### src/rtl/sm3_pkg.sv
// Shared SM3 datapath definitions: word width, requester limit and a constant-safe clog2.
package sm3_pkg;

    localparam int SM3_WORD_W  = 32;
    localparam int SM3_MAX_REQ = 8;

    function automatic int clog2(input int value);
        int r;
        r = 0;
        for (int v = value - 1; v > 0; v = v >> 1) begin
            r = r + 1;
        end
        return r;
    endfunction

endpackage

### src/rtl/sm3_adder.sv
// 3-input mod-2^32 adder shared by the SM3 compression/expansion datapath.
module sm3_adder
    import sm3_pkg::*;
(
    input  logic [SM3_WORD_W-1:0] a_i,
    input  logic [SM3_WORD_W-1:0] b_i,
    input  logic [SM3_WORD_W-1:0] c_i,
    output logic [SM3_WORD_W-1:0] sum_o
);

    // Carry out of the top bit is intentionally dropped.
    assign sum_o = a_i + b_i + c_i;

endmodule

### src/rtl/sm3_rr_arbiter.sv
// Combinational round-robin arbiter: first valid request at or after ptr_i wins.
module sm3_rr_arbiter
    import sm3_pkg::*;
#(
    parameter  int NUM_REQ = 4,
    localparam int PTR_W   = clog2(NUM_REQ)
) (
    input  logic [NUM_REQ-1:0] req_i,
    input  logic [PTR_W-1:0]   ptr_i,
    input  logic               en_i,
    output logic [NUM_REQ-1:0] grant_o,
    output logic [PTR_W-1:0]   grant_idx_o
);

    logic           found;
    logic [PTR_W:0] cand;

    // cand is one bit wider so ptr+k never overflows before the modulo wrap.
    always_comb begin
        grant_o     = '0;
        grant_idx_o = '0;
        found       = 1'b0;
        cand        = '0;
        for (int k = 0; k < NUM_REQ; k++) begin
            cand = {1'b0, ptr_i} + (PTR_W+1)'(k);
            if (cand >= (PTR_W+1)'(NUM_REQ)) begin
                cand = cand - (PTR_W+1)'(NUM_REQ);
            end
            if (!found && req_i[cand[PTR_W-1:0]]) begin
                found       = 1'b1;
                grant_idx_o = cand[PTR_W-1:0];
            end
        end
        if (en_i && found) begin
            grant_o[grant_idx_o] = 1'b1;
        end
    end

endmodule

### src/rtl/sm3_adder_arbiter.sv
// Round-robin time-sharing of one sm3_adder among NUM_REQ requesters with a tagged response.
// Define SM3_ADDER_ARB_OUTREG_EN for a second output register stage (2-cycle latency).
module sm3_adder_arbiter
    import sm3_pkg::*;
#(
    parameter int NUM_REQ = 4,
    parameter int ID_W    = 2
) (
    input  logic                          clk,
    input  logic                          rst_n,
    input  logic [NUM_REQ-1:0]            req_valid,
    output logic [NUM_REQ-1:0]            req_ready,
    input  logic [NUM_REQ*SM3_WORD_W-1:0] req_a,
    input  logic [NUM_REQ*SM3_WORD_W-1:0] req_b,
    input  logic [NUM_REQ*SM3_WORD_W-1:0] req_c,
    output logic                          rsp_valid,
    input  logic                          rsp_ready,
    output logic [SM3_WORD_W-1:0]         rsp_sum,
    output logic [ID_W-1:0]               rsp_id
);

    localparam int PTR_W = clog2(NUM_REQ);

    logic [PTR_W-1:0]      rr_ptr_q, rr_ptr_d;
    logic [NUM_REQ-1:0]    grant;
    logic [PTR_W-1:0]      grant_idx;
    logic                  grant_en;
    logic                  xfer;
    logic [SM3_WORD_W-1:0] a_sel, b_sel, c_sel, sum;

    sm3_rr_arbiter #(.NUM_REQ(NUM_REQ)) u_arb (
        .req_i       (req_valid),
        .ptr_i       (rr_ptr_q),
        .en_i        (grant_en),
        .grant_o     (grant),
        .grant_idx_o (grant_idx)
    );

    assign req_ready = grant;
    assign xfer      = |grant;
    assign a_sel     = req_a[grant_idx*SM3_WORD_W +: SM3_WORD_W];
    assign b_sel     = req_b[grant_idx*SM3_WORD_W +: SM3_WORD_W];
    assign c_sel     = req_c[grant_idx*SM3_WORD_W +: SM3_WORD_W];

    sm3_adder u_add (
        .a_i   (a_sel),
        .b_i   (b_sel),
        .c_i   (c_sel),
        .sum_o (sum)
    );

    always_comb begin
        rr_ptr_d = rr_ptr_q;
        if (xfer) begin
            rr_ptr_d = (grant_idx == PTR_W'(NUM_REQ-1)) ? '0 : grant_idx + PTR_W'(1);
        end
    end

`ifdef SM3_ADDER_ARB_OUTREG_EN
    logic                  s1_valid_q, s1_valid_d, s2_valid_q, s2_valid_d;
    logic [SM3_WORD_W-1:0] s1_sum_q, s1_sum_d, s2_sum_q, s2_sum_d;
    logic [ID_W-1:0]       s1_id_q, s1_id_d, s2_id_q, s2_id_d;
    logic                  s2_free;

    assign s2_free  = !s2_valid_q || rsp_ready;
    assign grant_en = !s1_valid_q || s2_free;

    // Two-entry pipeline: stage 2 drains first, stage 1 refills behind it.
    always_comb begin
        s1_valid_d = s1_valid_q;
        s1_sum_d   = s1_sum_q;
        s1_id_d    = s1_id_q;
        s2_valid_d = s2_valid_q;
        s2_sum_d   = s2_sum_q;
        s2_id_d    = s2_id_q;
        if (s2_free) begin
            s2_valid_d = s1_valid_q;
            if (s1_valid_q) begin
                s2_sum_d = s1_sum_q;
                s2_id_d  = s1_id_q;
            end
        end
        if (grant_en) begin
            s1_valid_d = xfer;
            if (xfer) begin
                s1_sum_d = sum;
                s1_id_d  = ID_W'(grant_idx);
            end
        end
    end

    always_ff @(posedge clk) begin
        if (!rst_n) begin
            rr_ptr_q   <= '0;
            s1_valid_q <= 1'b0;
            s1_sum_q   <= '0;
            s1_id_q    <= '0;
            s2_valid_q <= 1'b0;
            s2_sum_q   <= '0;
            s2_id_q    <= '0;
        end else begin
            rr_ptr_q   <= rr_ptr_d;
            s1_valid_q <= s1_valid_d;
            s1_sum_q   <= s1_sum_d;
            s1_id_q    <= s1_id_d;
            s2_valid_q <= s2_valid_d;
            s2_sum_q   <= s2_sum_d;
            s2_id_q    <= s2_id_d;
        end
    end

    assign rsp_valid = s2_valid_q;
    assign rsp_sum   = s2_sum_q;
    assign rsp_id    = s2_id_q;
`else
    logic                  rsp_valid_q, rsp_valid_d;
    logic [SM3_WORD_W-1:0] rsp_sum_q, rsp_sum_d;
    logic [ID_W-1:0]       rsp_id_q, rsp_id_d;

    assign grant_en = !rsp_valid_q || rsp_ready;

    // A new grant overwrites a retiring response in the same cycle, so no bubble.
    always_comb begin
        rsp_valid_d = rsp_valid_q;
        rsp_sum_d   = rsp_sum_q;
        rsp_id_d    = rsp_id_q;
        if (xfer) begin
            rsp_valid_d = 1'b1;
            rsp_sum_d   = sum;
            rsp_id_d    = ID_W'(grant_idx);
        end else if (rsp_ready) begin
            rsp_valid_d = 1'b0;
        end
    end

    always_ff @(posedge clk) begin
        if (!rst_n) begin
            rr_ptr_q    <= '0;
            rsp_valid_q <= 1'b0;
            rsp_sum_q   <= '0;
            rsp_id_q    <= '0;
        end else begin
            rr_ptr_q    <= rr_ptr_d;
            rsp_valid_q <= rsp_valid_d;
            rsp_sum_q   <= rsp_sum_d;
            rsp_id_q    <= rsp_id_d;
        end
    end

    assign rsp_valid = rsp_valid_q;
    assign rsp_sum   = rsp_sum_q;
    assign rsp_id    = rsp_id_q;
`endif

endmodule

### config.mk
export PLATFORM = sky130hd
export DESIGN_NAME = sm3_adder_arbiter
export DESIGN_NICKNAME = d
export VERILOG_FILES = /design/src/rtl/sm3_pkg.sv /design/src/rtl/sm3_adder.sv /design/src/rtl/sm3_rr_arbiter.sv /design/src/rtl/sm3_adder_arbiter.sv
export SDC_FILE = /design/constraint.sdc
export NUM_CORES = 1
export LEC_CHECK = 0
export CAP_MARGIN = 0
export CORE_AREA = 5 5 164 166
export CTS_CLUSTER_DIAMETER = 150
export CTS_CLUSTER_SIZE = 40
export DETAILED_ROUTE_END_ITERATION = 16
export DIE_AREA = 0 0 169 171
export SYNTH_ARGS = -nofsm -noshare
export SYNTH_HDL_FRONTEND = slang
export SYNTH_SLANG_ARGS = --single-unit
### constraint.sdc
create_clock -name clk -period 11.55 [get_ports clk]
set_input_delay 2.8875 -clock clk [delete_from_list [all_inputs] [get_ports clk]]
set_output_delay 2.8875 -clock clk [all_outputs]
set_load 0.01 [all_outputs]
==> flow_summary.json <==
{
  "n_fill_cell": 2755,
  "ys_seq_area_frac": 0.110,
  "vias": 8988,
  "placed_cell_area_mm2": 0.0112,
  "die_w_um": 169,
  "cellPowerDensity_mw_per_mm2": 314,
  "route.detailed.drc": 0,
  "whs_ns": 0.452,
  "dp_slack_ns": 2.73,
  "synth_adder_area_share": 0.158,
  "post-cts-setup-buffers": 0,
  "die-area_mm2": 0.0289,
  "whs_path_depth": 2,
  "synth_mux_area_frac": 0.00891,
  "grt_first_pass_wirelength_um": 49200,
  "ys_ff_latch": 37,
  "synthArstFlopShare": 0,
  "synthDistinctLibCells": 59,
  "synth_top_family_by_area": "simple AND/OR/NAND/NOR gates",
  "yosysWarningCount": 0,
  "p_leak_uw": 0.00500,
  "grt_max_degree": 190,
  "cts_tree": "yes",
  "area_delta_synth_final_pct": 69.4,
  "fin_ws_ns": 2.82,
  "via_per_inst": 4.86,
  "grt.overflow.total": 0,
  "synth-simple-area-share": 0.415,
  "place_congestion": 0.897,
  "nets": 1970,
  "dr.pass1.iters": 5,
  "hold_viol": 0,
  "r2r_cells": 19,
  "clock_latency_ns": 0.28,
  "path_max_fanout": 35,
  "clock.fmax_mhz": 115,
  "final_area_mm2": 0.0114,
  "finalCritPeriodShare": 0.756,
  "timing.setup.tns_ns": 0,
  "ys.flop_type": "dfxtp_1",
  "cts_root_buf": "clkbuf_16",
  "portBuffers": 429,
  "end_kind": "primary output",
  "synth_compound_area_frac": 0.207,
  "wl_per_cell_um": 18.3,
  "final_common_cell": "nand2_1",
  "cts-buffers-inserted": 5,
  "avgSynthCellArea_um2": 5.89,
  "htree_levels": 2,
  "rrSetupSlack_ns": 5.62,
  "seq_area_um2": 741,
  "syn_inst": 1145,
  "status": "finished clean",
  "m1WireLength_um": 14300,
  "cts.repair.resized": 0,
  "ant_nets": 0,
  "track_usage": 0.215,
  "synth_nets": 1602,
  "drive_above_1_share": 0.0198,
  "final_cell_mix": "nand2_1, clkdlybuf4s50_1, o21ai_0",
  "maxCapViolCount": 0,
  "drt-total-wl_um": 33800,
  "setup_viol": 0,
  "cts_sinks": 37,
  "rsz0062_at_grt": "no",
  "ios": 430,
  "power_uw": 3580,
  "cp.required_ns": 8.66,
  "hp-class": "flip-flop to flip-flop",
  "critPathLaunchType": "input pin",
  "wl_met3_um": 2130,
  "relSlewSlack": 0.227,
  "core_mm2": 0.0255,
  "path_class": "input pin to primary output",
  "start_util": 0.265,
  "crit_arrival_ns": 5.84,
  "antenna_found_initial": 0,
  "die_h_um": 171,
  "dr_wl_met2_um": 16900,
  "worst_pin_slew_ns": 1.16,
  "n_antenna_cell": 0,
  "dpl.hpwl_um": 28100,
  "clock_skew_ns": 0.0114,
  "finalWorstPathRequiredPeriod_ns": 8.73,
  "multi_input_area_mm2": 0.00554,
  "top_layer": "met4",
  "synth_edf_count": 0,
  "cts_max_path_buffers": 2,
  "first_global_vias": 8695,
  "holdBufCountCts": 0,
  "num_rows": 59,
  "synth_xor_area_frac": 0.0299,
  "drtIter0Drc": 483,
  "cts.clk_slew.worst_paths_ns": 0.07,
  "peakVddDrop_v": 0.000186,
  "synth_area_mm2": 0.00674,
  "slew_viol_final": 0
}
## synth_stat cells (11+ instances only)
library cell,count,share of area
a21oi_1,49,0.036
nand3_1,71,0.053
ha_1,34,0.063
a211oi_1,11,0.012
dfxtp_1,37,0.11
xnor2_1,13,0.017
a21o_1,12,0.013
and3_1,38,0.035
fa_1,32,0.095
inv_1,45,0.025
clkbuf_1,56,0.031
o21ai_0,76,0.056
a31oi_1,38,0.035
nand2_1,499,0.28
nor2_1,19,0.011
## cells by family after synthesis
| group | after synthesis |
|---|---|
| AND/OR/NAND/NOR | 662 |
| adder cells (fa/ha/maj) | 66 |
| XOR/XNOR | 23 |
| buffers and inverters | 122 |
| AO/OA/AOI/OAI | 229 |
| multiplexers | 6 |
| flip-flops | 37 |
## metrics by stage
stage,instances,utilization
after floorplan,1145,-
after global placement,1841,0.441
after detailed placement,1841,0.441
after CTS,1849,0.448
after global routing,1849,0.448
final,1849,0.448
## report_power, final
part / switching, µW / internal (µW)
Sequential: 29.5 / 185
Combinational: 1870 / 1340
Clock: 58.3 / 108
## final cells by class
type,count,area share
sequential,37,0.0649
multi-input combinational,986,0.485
timing repair buffer,436,0.382
clock inverter,2,0.00329
clock buffer,6,0.0122
tap,335,0.0367
inverter,47,0.0159
## routing by layer
layer  up-vias  global-route usage
met2       310               0.384
met1      4093               0.278
met4         0              0.0319
li1       4557                   -
met5         -                   0
met3        28              0.0349
## worst max-delay path: stages
cell and delay [ns]:
clkdlybuf4s50_1 0.53, a21boi_0 0.19, o22ai_1 0.20, nor2_4 0.66, clkinv_1 0.15, buf_4 0.29, ha_1 0.24, and2_1 0.18
clkdlybuf4s50_1 0.49
## final timing paths
path / from / end
hold reg to reg: rsp_sum[10] / rsp_sum[10]
hold / removal: rsp_sum[10] / rsp_sum[10]
setup reg to reg: rr_ptr_q[1] / rsp_sum[29]
setup / recovery: req_valid[1] / req_ready[0]
## flip-flops by register name, indices dropped and copies added, names as in the netlist
name,flops
rsp_valid,1
rr_ptr_q,2
rsp_id,2
rsp_sum,32
Note: power is estimated with default switching activity, not from simulation.
